[config.mk]
export PLATFORM = sky130hd
export DESIGN_NAME = timer_phase_sequencer
export DESIGN_NICKNAME = d
export VERILOG_FILES = /design/src/rtl/timer_phase_sequencer.sv
export SDC_FILE = /design/constraint.sdc
export NUM_CORES = 1
export LEC_CHECK = 0
export CORE_MARGIN = 2
export CORE_UTILIZATION = 53
export CTS_BUF_LIST = sky130_fd_sc_hd__clkbuf_8
export CTS_CLUSTER_SIZE = 16
export DETAILED_ROUTE_END_ITERATION = 10
export PLACE_DENSITY = 0.75
export SLEW_MARGIN = 15
export SYNTH_ARGS = -nofsm -noshare
export SYNTH_HDL_FRONTEND = slang
export SYNTH_SLANG_ARGS = --single-unit
[constraint.sdc]
create_clock -name clk -period 3 [get_ports clk]
set_clock_uncertainty 0.15 [all_clocks]
set_input_delay 0.45 -clock clk [delete_from_list [all_inputs] [get_ports clk]]
set_output_delay 0.45 -clock clk [all_outputs]
set_load 0.01 [all_outputs]
[src/rtl/timer_phase_sequencer.sv]
// Sequences one autoreset counter through four programmable timed phases,
// with shadowed limit registers, one-shot or looping operation and abort.
module timer_phase_sequencer #(
    parameter int unsigned W        = 8,
    parameter int unsigned N_PHASES = 4
) (
    input  logic         clk,
    input  logic         rst,
    input  logic         start,
    input  logic         stop,
    input  logic         loop,
    input  logic         cfg_we,
    input  logic [1:0]   cfg_addr,
    input  logic [W-1:0] cfg_data,
    input  logic         cnt_autoreset,
    output logic         cnt_rst,
    output logic         cnt_en,
    output logic [W-1:0] cnt_limit,
    output logic [1:0]   phase,
    output logic         busy,
    output logic         phase_done,
    output logic         cycle_done
);

    localparam int unsigned PW = 2;
    localparam logic [PW-1:0] LAST_PHASE = PW'(N_PHASES - 1);

    typedef enum logic [1:0] {
        IDLE = 2'd0,
        LOAD = 2'd1,
        RUN  = 2'd2
    } state_t;

    state_t                       state;
    state_t                       state_nx;
    logic [N_PHASES-1:0][W-1:0]   cfg;
    logic [N_PHASES-1:0][W-1:0]   shadow;
    logic [N_PHASES-1:0][W-1:0]   shadow_nx;
    logic [PW-1:0]                phase_nx;
    logic                         copy;
    logic                         phase_done_nx;
    logic                         cycle_done_nx;
    logic [W-1:0]                 limit_nx;

    // State register plus the registered Moore decodes of the next state.
    always_ff @(posedge clk) begin
        if (rst) begin
            state      <= IDLE;
            phase      <= '0;
            busy       <= 1'b0;
            phase_done <= 1'b0;
            cycle_done <= 1'b0;
            cnt_en     <= 1'b0;
            cnt_rst    <= 1'b1;
            cnt_limit  <= '0;
            shadow     <= '0;
        end else begin
            state      <= state_nx;
            phase      <= phase_nx;
            busy       <= (state_nx != IDLE);
            phase_done <= phase_done_nx;
            cycle_done <= cycle_done_nx;
            cnt_en     <= (state_nx == RUN);
            cnt_rst    <= (state_nx != RUN);
            cnt_limit  <= limit_nx;
            shadow     <= shadow_nx;
        end
    end

    // Config writes land in cfg only; shadow sees them at the next copy.
    always_ff @(posedge clk) begin
        if (rst) begin
            cfg <= '0;
        end else if (cfg_we) begin
            cfg[cfg_addr] <= cfg_data;
        end
    end

    always_comb begin
        state_nx      = state;
        phase_nx      = phase;
        copy          = 1'b0;
        phase_done_nx = 1'b0;
        cycle_done_nx = 1'b0;

        case (state)
            IDLE: begin
                if (start && !stop) begin
                    state_nx = LOAD;
                    phase_nx = '0;
                    copy     = 1'b1;
                end
            end
            LOAD: begin
                if (stop) begin
                    state_nx = IDLE;
                    phase_nx = '0;
                end else begin
                    state_nx = RUN;
                end
            end
            RUN: begin
                // stop wins over a completing phase
                if (stop) begin
                    state_nx = IDLE;
                    phase_nx = '0;
                end else if (cnt_autoreset) begin
                    phase_done_nx = 1'b1;
                    if (phase == LAST_PHASE) begin
                        cycle_done_nx = 1'b1;
                        phase_nx      = '0;
                        if (loop) begin
                            state_nx = LOAD;
                            copy     = 1'b1;
                        end else begin
                            state_nx = IDLE;
                        end
                    end else begin
                        phase_nx = phase + PW'(1);
                        state_nx = LOAD;
                    end
                end
            end
            default: begin
                state_nx = IDLE;
                phase_nx = '0;
            end
        endcase

        shadow_nx = copy ? cfg : shadow;
        limit_nx  = shadow_nx[phase_nx];
    end

endmodule

==> results.ini, run 1 <==
[sta]
fmax_mhz = 407
grt_setup_unrepaired = no
tightest_slew_ns = 0.757
slew_headroom_pct = 49.4
layout_worst_path_cycle_share_pct = 81.9
slew_viol_final = 0
finalSetupViolCount = 0
tns_ns = 0
min_period_ns = 2.46
hold_viol_final = 0

[layout]
diodes = 0
final_nets = 388
most-common-layout-cells = dfxtp_1, nand2_1, mux2i_1, nor2_1, a21oi_1
area_delta_synth_final_pct = 18.7
final_common_cell = dfxtp_1
drive_gt1_share_pct = 9.89
n_fill_cell = 485

[place]
portBuffers = 31
place_congestion = 0.746
place.detailed.hpwl_mm = 4.28

[cts]
cts_buffers = 9
hold_buffers = 0
clock_latency_ns = 0.34
clkSinkCount = 81
cts_setup_buffers = 0
clkSlewWorstSetupHoldPaths_ns = 0.07
cts-root-buf = clkbuf_8
ctsResizeCount = 0
htree_levels = 3
cts_tree = built
clockBufferDepth = 2

[critical_path]
critPathLaunchType = input port
cp_max_fo = 20
crit_chain = clkdlybuf4s50_1 > or3b_4 > a32oi_4 > buf_12 > mux4_1 > a21o_1
r2r-start = phase[1]
crit_type = input port to register
r2r_end = cnt_limit[1]
slowest_stage = mux4_1
slowest_delay_ns = 0.56
worst-path-buf-inv = 2
crit_family = buffers and inverters
crit_path_end_kind = register
required_ns = 3.09
rrSetupSlack_ns = 0.57
crit_arrival_ns = 2.54
r2r_cells = 6

[global_routing]
overflow = 0
use_met1_pct = 25.0
use_met2_pct = 32.8
grt_pass1_wl_mm = 11.0
grtUsageTotal_pct = 19.8
use_met3_pct = 6.73
grt_pass1_vias = 2331
antenna_found_initial = 0
grt_max_degree = 69
top_usage_layer = met2

[synth]
netlist_area_sq_mm = 0.00335
syn_nets = 357
synth_area_leader_cell = dfxtp_1
synthTopCellsByArea = dfxtp_1, mux2i_1, nand2_1
synthCells = 338
ys_seq_elements = 81
yosys_warnings = 0
yosysSeqAreaShare_pct = 48.4
synth.distinct_cells = 34
synth_area_per_cell_sq_um = 9.91
yosys.area.top_type_share_pct = 48.4

[floorplan]
dieArea_sq_mm = 0.00697
die_y_um = 83.5
num_io_pins = 32
start_util_pct = 55.6
core-area_sq_mm = 0.00603
num_rows = 28
die_w_um = 83.5

[pwr]
power_frac_comb_pct = 6.8
p_switching_w = 0.000473
switching_share_pct = 21.2
pwr-share-seq_pct = 49.7
peakVddDrop_uv = 458
p_int_w = 0.00176
p_leak_nw = 1.75
total_power_w = 0.00224
powerDensity_mw_per_mm2 = 563
clkPwrFrac_pct = 43.4

[min_path]
worstHoldStart = rst
hold_path_end = phase[1]
min_path_type = input port to register
holdPathStages = 2

[run_status]
status = finished, final reports clean

[routing]
drt_iter0_markers = 105
ant_nets = 0
drt_first_pass_iters = 4
drc_errors = 0
drt_wl_total_mm = 6.67
vias = 2450
viasPerCell = 5.46
wl_per_cell_um = 14.9

[flow_run]
max_cap_violations = 0

==> cell type report <==
cell class / instances / area (sq um) / share of cell area (%)
Timing Repair Buffer: 41 / 405 / 10.2
Clock buffer: 11 / 151 / 3.81
Tap cell: 75 / 93.8 / 2.36
Inverter: 2 / 7.51 / 0.189
Multi-Input combinational cell: 234 / 1590 / 40.1
Sequential cell: 81 / 1620 / 40.8
Clock inverter: 5 / 103 / 2.58
==> state kept, by name (all words and copies together), names as in the netlist <==
name	flops
busy	1
cfg	32
cnt_en	1
cnt_limit	8
cnt_rst	1
cycle_done	1
phase	2
phase_done	1
shadow	32
state	2
==> cell usage after synthesis, drive strengths merged <==
library cell / instances
buf: 3
clkbuf: 18
and4: 1
nor2: 34
or3b: 1
and2: 1
mux2: 1
nand3: 2
nor4: 1
a31oi: 1
mux4: 8
o21ai: 2
inv: 2
nor3b: 3
mux2i: 48
nand3b: 2
a21oi: 35
nor3: 3
and4b: 1
a21o: 8
ha: 2
nand2b: 2
a32oi: 1
nand4b: 2
dfxtp: 81
o21a: 1
o22ai: 8
nand2: 64
nor2b: 2
==> how the worst max path moves through the flow <==
stage	to	slack, ns	start	cells past startpoint
CTS	cnt_limit[1]	0.54	start	6
finish	cnt_limit[1]	0.54	start	6
global placement	cnt_limit[7]	0.22	start	6
detailed placement	cnt_limit[1]	0.18	start	6
floorplan	cnt_limit[0]	0.64	phase[1]	5
global route	cnt_limit[1]	0.47	phase[1]	6
==> through the flow <==
stage,cell area [sq um],utilization [%],hold WS (ns),worst slack [ns],std cells
2_1_floorplan,3350,-,0.282,0.636,338
3_3_place_gp,3720,61.8,0.287,0.222,433
3_5_place_dp,3720,61.8,0.296,0.183,433
4_1_cts,3980,66.0,0.195,0.542,449
5_1_grt,3980,66.0,0.193,0.469,449
6_report,3980,66.0,0.202,0.543,449
==> logic make-up after synthesis <==
group	after synthesis	share of synthesized area, %
and+or+nand+nor	119	15.8
DFF	81	48.4
buffers and inverters	23	4.15
adders and majority gates	2	0.747
AOI/OAI and AO/OA	56	10.3
muxes	57	20.6
==> power by group through the flow <==
stage | Sequential [W] | Combinational (W) | Clock, W
6_report | 0.00111 | 0.000152 | 0.000971
2_1_floorplan | 0.00113 | 0.0000946 | 0
5_1_grt | 0.00112 | 0.000165 | 0.00104
4_1_cts | 0.00111 | 0.000152 | 0.000991
3_3_place_gp | 0.00114 | 0.000149 | 0
3_5_place_dp | 0.00114 | 0.000152 | 0
==> metal layers <==
layer	wire, um	up-vias
li1	-	1242
met1	3010	1155
met2	3300	44
met3	287	9
met4	72	0
met5	0	-
Power figures use the tool's default switching activity.
==> inputs of run 2 (changes only) <==
==> constraint.sdc (replaced) <==
create_clock -name clk -period 2.6 [get_ports clk]
set_clock_uncertainty 0.15 [all_clocks]
set_input_delay 0.39 -clock clk [delete_from_list [all_inputs] [get_ports clk]]
set_output_delay 0.39 -clock clk [all_outputs]
set_load 0.01 [all_outputs]
==> run 2 against run 1 <==
Wire length up 4.4%. Via count is 4.3% higher. Critical endpoint unchanged. Sequential share of layout area down 0.36 points.
==> results.ini, run 2 (synthesis results as in run 1) <==
[min_path]
min_path_type = input port to register  ; unchanged

[run_status]
status = finished, final reports clean  ; unchanged

[cts]
ctsResizeCount = 0  ; unchanged
clockBufferDepth = 2  ; unchanged
clock_latency_ns = 0.35  ; was 0.34 ns
cts-root-buf = clkbuf_8  ; unchanged
clkSlewWorstSetupHoldPaths_ns = 0.08  ; was 0.07 ns
clkSinkCount = 81  ; unchanged
cts_buffers = 9  ; unchanged
hold_buffers = 0  ; unchanged
cts_tree = built  ; unchanged
htree_levels = 3  ; unchanged
cts_setup_buffers = 0  ; unchanged

[global_routing]
grt_pass1_wl_mm = 11.5  ; was 11.0 mm
grtUsageTotal_pct = 20.8  ; was 19.8%
grt_pass1_vias = 2404  ; was 2331
overflow = 0  ; unchanged
grt_max_degree = 65  ; was 69
antenna_found_initial = 0  ; unchanged

[place]
portBuffers = 31  ; unchanged
place.detailed.hpwl_mm = 4.45  ; was 4.28 mm
pre_cts_ws_ns = -0.0949  ; was 0.183 ns
place_congestion = 0.767  ; was 0.746

[floorplan]
core-area_sq_mm = 0.00603  ; unchanged
die_w_um = 83.5  ; unchanged
die_y_um = 83.5  ; unchanged
num_io_pins = 32  ; unchanged
num_rows = 28  ; unchanged
start_util_pct = 55.6  ; unchanged
dieArea_sq_mm = 0.00697  ; unchanged

[pwr]
peakVddDrop_uv = 297  ; was 458 uV
p_leak_nw = 1.78  ; was 1.75 nW
powerDensity_mw_per_mm2 = 594  ; was 563 mW/mm^2

[sta]
fmax_mhz = 419
worst_slack_ns = 0.214  ; was 0.543 ns
tightest_slew_ns = 0.651  ; was 0.757 ns
grt_setup_unrepaired = no  ; unchanged
layout_worst_path_cycle_share_pct = 91.8
hold_ws_ns = 0.186  ; was 0.202 ns
slew_headroom_pct = 56.6  ; was 49.4%
finalSetupViolCount = 0  ; unchanged
slew_viol_final = 0  ; unchanged
min_period_ns = 2.39
hold_viol_final = 0  ; unchanged

[flow_run]
max_cap_violations = 0  ; unchanged

[critical_path]
slowest_delay_ns = 0.55  ; was 0.56 ns
critPathLaunchType = register  ; was input port
crit_arrival_ns = 2.49  ; was 2.54 ns
crit_chain = ha_1 > mux2_2 > a32oi_4 > buf_12 > mux4_1 > a21o_1  ; was clkdlybuf4s50_1 > or3b_4 > a32oi_4 > buf_12 > mux4_1 > a21o_1
cp_max_fo = 8  ; was 20
required_ns = 2.70  ; was 3.09 ns
slowest_stage = mux4_1  ; unchanged
crit_type = register to register  ; was input port to register
crit_path_end_kind = register  ; unchanged

[layout]
n_fill_cell = 503  ; was 485
seq_area_sq_mm = 0.00162  ; unchanged
final_nets = 397  ; was 388
largest_registers = cfg (32), shadow (32), cnt_limit (8)  ; unchanged
drive_gt1_share_pct = 12.0  ; was 9.89%
fin_util_pct = 66.5  ; was 66.0%
multi_input_area_sq_mm = 0.00159  ; unchanged
final_common_cell = dfxtp_1  ; unchanged
most-common-layout-cells = dfxtp_1, nand2_1, mux2i_1, nor2_1, a21oi_1  ; unchanged
diodes = 0  ; unchanged
area_delta_synth_final_pct = 19.8  ; was 18.7%

[routing]
ant_nets = 0  ; unchanged
vias = 2555  ; was 2450
drc_errors = 0  ; unchanged
drt_wl_total_mm = 6.97  ; was 6.67 mm
drt_first_pass_iters = 4  ; unchanged
wl_per_cell_um = 15.2  ; was 14.9 um
viasPerCell = 5.58  ; was 5.46
drt_iter0_markers = 200  ; was 105

## run 2: final cells by class
| cell class | instances | area share (%) |
|---|---|---|
| flip-flops and latches | 81 | 40.4 |
| repair buffers | 50 | 12.4 |
| clock buffers | 10 | 3.43 |
| inverters | 2 | 0.187 |
| well taps | 75 | 2.34 |
| multi-input cells | 234 | 39.7 |
| clock inverters | 6 | 1.47 |
## run 2: layer usage
layer | track usage, % | wire length, um | vias to the layer above
met4 | 9.09 | 176 | 0
met5 | 0 | 0 | -
met1 | 26.3 | 3170 | 1229
met3 | 5.93 | 377 | 17
met2 | 33.3 | 3240 | 58
li1 | - | - | 1251
## run 2: worst paths after layout
check | slack (ns) | cells after the start | endpoint | start
setup / recovery | 0.21 | 6 | cnt_limit[1] | phase[1]
hold / removal | 0.19 | 2 | phase[1] | rst
setup reg to reg | 0.21 | 6 | cnt_limit[1] | phase[1]
hold reg to reg | 0.30 | 2 | shadow[17] | shadow[17]
## run 2: through the flow
stage,total power [W],instance area [sq um],TNS (ns),instances
after floorplan,0.00142,3350,0,338
after global placement,0.00149,3810,-0.173,442
after detailed placement,0.00150,3810,-0.249,442
after CTS,0.00240,4010,0,458
after global routing,0.00247,4010,0,458
final,0.00238,4010,0,458
## run 2: power by group
group          total (W)  leakage [nW]  switching [W]  internal [W]
Sequential       0.00128         0.656      0.0000179       0.00127
Combinational   0.000185          1.02      0.0000986     0.0000862
Clock           0.000913        0.0995       0.000450      0.000463
## run 2: critical path: cells and delay by family (launching register included)
family | cells | cell delay, ns
muxes | 2 | 0.83
DFF | 1 | 0.45
buffers and inverters | 1 | 0.17
AOI/OAI and AO/OA | 2 | 0.41
adders and majority gates | 1 | 0.27
==> inputs of run 3 (changes only) <==
--- a/config.mk
+++ b/config.mk
@@ -10,7 +10,7 @@
 export CTS_BUF_LIST = sky130_fd_sc_hd__clkbuf_8
 export CTS_CLUSTER_SIZE = 16
 export DETAILED_ROUTE_END_ITERATION = 10
-export PLACE_DENSITY = 0.75
+export PLACE_DENSITY_LB_ADDON = 0.12
 export SLEW_MARGIN = 15
 export SYNTH_ARGS = -nofsm -noshare
 export SYNTH_HDL_FRONTEND = slang
==> constraint.sdc (replaced) <==
create_clock -name clk -period 2 [get_ports clk]
set_clock_uncertainty 0.15 [all_clocks]
set_input_delay 0.3 -clock clk [delete_from_list [all_inputs] [get_ports clk]]
set_output_delay 0.3 -clock clk [all_outputs]
set_load 0.01 [all_outputs]
==> run 3 against run 2 <==
Via count is 2.1% higher. Clock-buffer cell count stayed put. Highest routed layer unchanged. The run now ends with negative setup slack left. Global-route usage is 0.97 points higher. Maximum frequency is 11% higher. Critical endpoint is now cnt_limit[3]. Worst hold slack worse by 0.067 ns. Flip-flop and latch count stayed put. Total power is 31% higher. Register-to-register slack worse by 0.37 ns.
==> results.ini, run 3 (synthesis results as in run 1) <==
[pwr]
total_power_w = 0.00312  ; was 0.00238 W
peakVddDrop_uv = 548  ; was 297 uV
powerDensity_mw_per_mm2 = 742  ; was 594 mW/mm^2
p_leak_nw = 1.86  ; was 1.78 nW

[sta]
slew_viol_final = 0  ; unchanged
fmax_mhz = 464  ; was 419 MHz
tightest_slew_ns = 0.341  ; was 0.651 ns
hold_viol_final = 0  ; unchanged
layout_worst_path_cycle_share_pct = 108  ; was 91.8%
finalSetupViolCount = 8  ; was 0
min_period_ns = 2.15  ; was 2.39 ns
worst_slack_ns = -0.155  ; was 0.214 ns
slew_headroom_pct = 77.2  ; was 56.6%
tns_ns = -0.989  ; was 0 ns
grt_setup_unrepaired = yes  ; was no

[global_routing]
use_met3_pct = 4.25  ; was 5.93%
grt_max_degree = 65  ; unchanged
top_usage_layer = met2  ; unchanged
overflow = 0  ; unchanged
grt_pass1_vias = 2481  ; was 2404
grt_pass1_wl_mm = 12.1  ; was 11.5 mm
antenna_found_initial = 0  ; unchanged
use_met2_pct = 35.1  ; was 33.3%
grtUsageTotal_pct = 21.8  ; was 20.8%
use_met1_pct = 28.8  ; was 26.3%

[routing]
vias = 2609  ; was 2555
drt_wl_total_mm = 7.30  ; was 6.97 mm
viasPerCell = 5.53  ; was 5.58
ant_nets = 0  ; unchanged
drt_iter0_markers = 196  ; was 200
drc_errors = 0  ; unchanged
wl_per_cell_um = 15.5  ; was 15.2 um
drt_first_pass_iters = 6  ; was 4

[floorplan]
die_y_um = 83.5  ; unchanged
start_util_pct = 55.6  ; unchanged
dieArea_sq_mm = 0.00697  ; unchanged
num_rows = 28  ; unchanged
num_io_pins = 32  ; unchanged
core-area_sq_mm = 0.00603  ; unchanged
die_w_um = 83.5  ; unchanged

[cts]
cts_tree = built  ; unchanged
clock_latency_ns = 0.35  ; about the same
cts-root-buf = clkbuf_8  ; unchanged
cts_buffers = 9  ; unchanged
hold_buffers = 0  ; unchanged
clkSlewWorstSetupHoldPaths_ns = 0.08  ; about the same
htree_levels = 3  ; unchanged
clkSinkCount = 81  ; unchanged
clockBufferDepth = 2  ; unchanged

[run_status]
status = complete, but fails checks  ; was finished, final reports clean
violations = negative setup slack

[critical_path]
cp_max_fo = 8  ; unchanged
slowest_stage = dfxtp_4  ; was mux4_1
crit_arrival_ns = 2.25  ; was 2.49 ns
critPathLaunchType = register  ; unchanged
crit_chain = ha_4 > mux2_4 > a32oi_4 > buf_4 > buf_16 > mux2i_1 > o22ai_1 > a21o_1  ; was ha_1 > mux2_2 > a32oi_4 > buf_12 > mux4_1 > a21o_1
required_ns = 2.10  ; was 2.70 ns
slowest_delay_ns = 0.36  ; was 0.55 ns
crit_path_end_kind = register  ; unchanged
crit_type = register to register  ; unchanged

[layout]
largest_registers = cfg (32), shadow (32), cnt_limit (8)  ; unchanged
diodes = 0  ; unchanged
drive_gt1_share_pct = 17.1  ; was 12.0%
final_common_cell = dfxtp_1  ; unchanged
multi_input_area_sq_mm = 0.00160  ; was 0.00159 sq mm
seq_area_sq_mm = 0.00163  ; was 0.00162 sq mm
fin_cells = 472  ; was 458
n_fill_cell = 465  ; was 503
most-common-layout-cells = dfxtp_1, nand2_1, mux2i_1, nor2_1, a21oi_1  ; unchanged
area_delta_synth_final_pct = 25.6  ; was 19.8%
final_nets = 411  ; was 397

[place]
post-place-cells = 453  ; was 442
pre_cts_ws_ns = -0.555  ; was -0.0949 ns
portBuffers = 31  ; unchanged
place_congestion = 0.761  ; was 0.767
place.detailed.hpwl_mm = 4.68  ; was 4.45 mm

[min_path]
min_path_type = input port to register  ; unchanged

[flow_run]
max_cap_violations = 0  ; unchanged

[run 3: cell types whose count changed in the layout (fill, tap and decap cells not counted), sizes merged]
cell | before | now
dlymetal6s2s | 0 | 1
buf | 20 | 33
clkinv | 2 | 3
clkdlybuf4s50 | 30 | 29
clkinvlp | 2 | 0
inv | 3 | 4
bufbuf | 0 | 1
[run 3: cell type report]
type	instances	area share [%]
Clock buffer	10	3.27
Timing Repair Buffer	64	16.1
Clock inverter	6	1.37
Multi-Input combinational cell	234	38.1
Inverter	2	0.179
Tap cell	75	2.23
Sequential cell	81	38.7
[run 3: worst paths after layout]
check / startpoint / endpoint / slack, ns / cells past startpoint
worst max-delay path: phase[0] / cnt_limit[3] / -0.15 / 8
worst min-delay path: rst / phase[1] / 0.12 / 2
worst max register to register: phase[0] / cnt_limit[3] / -0.15 / 8
worst min register to register: shadow[26] / shadow[26] / 0.31 / 2
[run 3: power by group]
part           switching, W  total, W  internal (W)  leakage [nW]
clock              0.000574   0.00118      0.000604         0.108
sequential        0.0000235   0.00167       0.00164         0.657
combinational      0.000137  0.000275      0.000138          1.09
[run 3: worst max-delay path, delay by kind of cell, from the launching register on]
kind	cells	cell delay [ns]
AO/OA/AOI/OAI	3	0.48
adder cells (fa/ha/maj)	1	0.23
buffers and inverters	2	0.34
flip-flops	1	0.36
multiplexers	2	0.50
[run 3: what timing repair did]
item,CTS,global route
gates cloned,2,0
gates resized for setup,8,1
buffers inserted,1,0
endpoints found under the setup margin,8,8
pin swaps,2,0
endpoints found under the hold margin,0,0
[run 3: through the flow]
step / hold WS (ns) / utilization (%) / area [sq um]
6_report: 0.119 / 69.8 / 4210
5_1_grt: 0.134 / 69.8 / 4210
4_1_cts: 0.0954 / 69.7 / 4200
3_5_place_dp: 0.294 / 64.9 / 3910
3_3_place_gp: 0.290 / 64.9 / 3910
2_1_floorplan: 0.229 / - / 3360
[run 3: routing by layer]
metal,vias to the layer above,part of all wire [%]
met5,-,0
met4,0,2.1
met3,14,4.9
met2,68,48
met1,1242,45
li1,1285,-
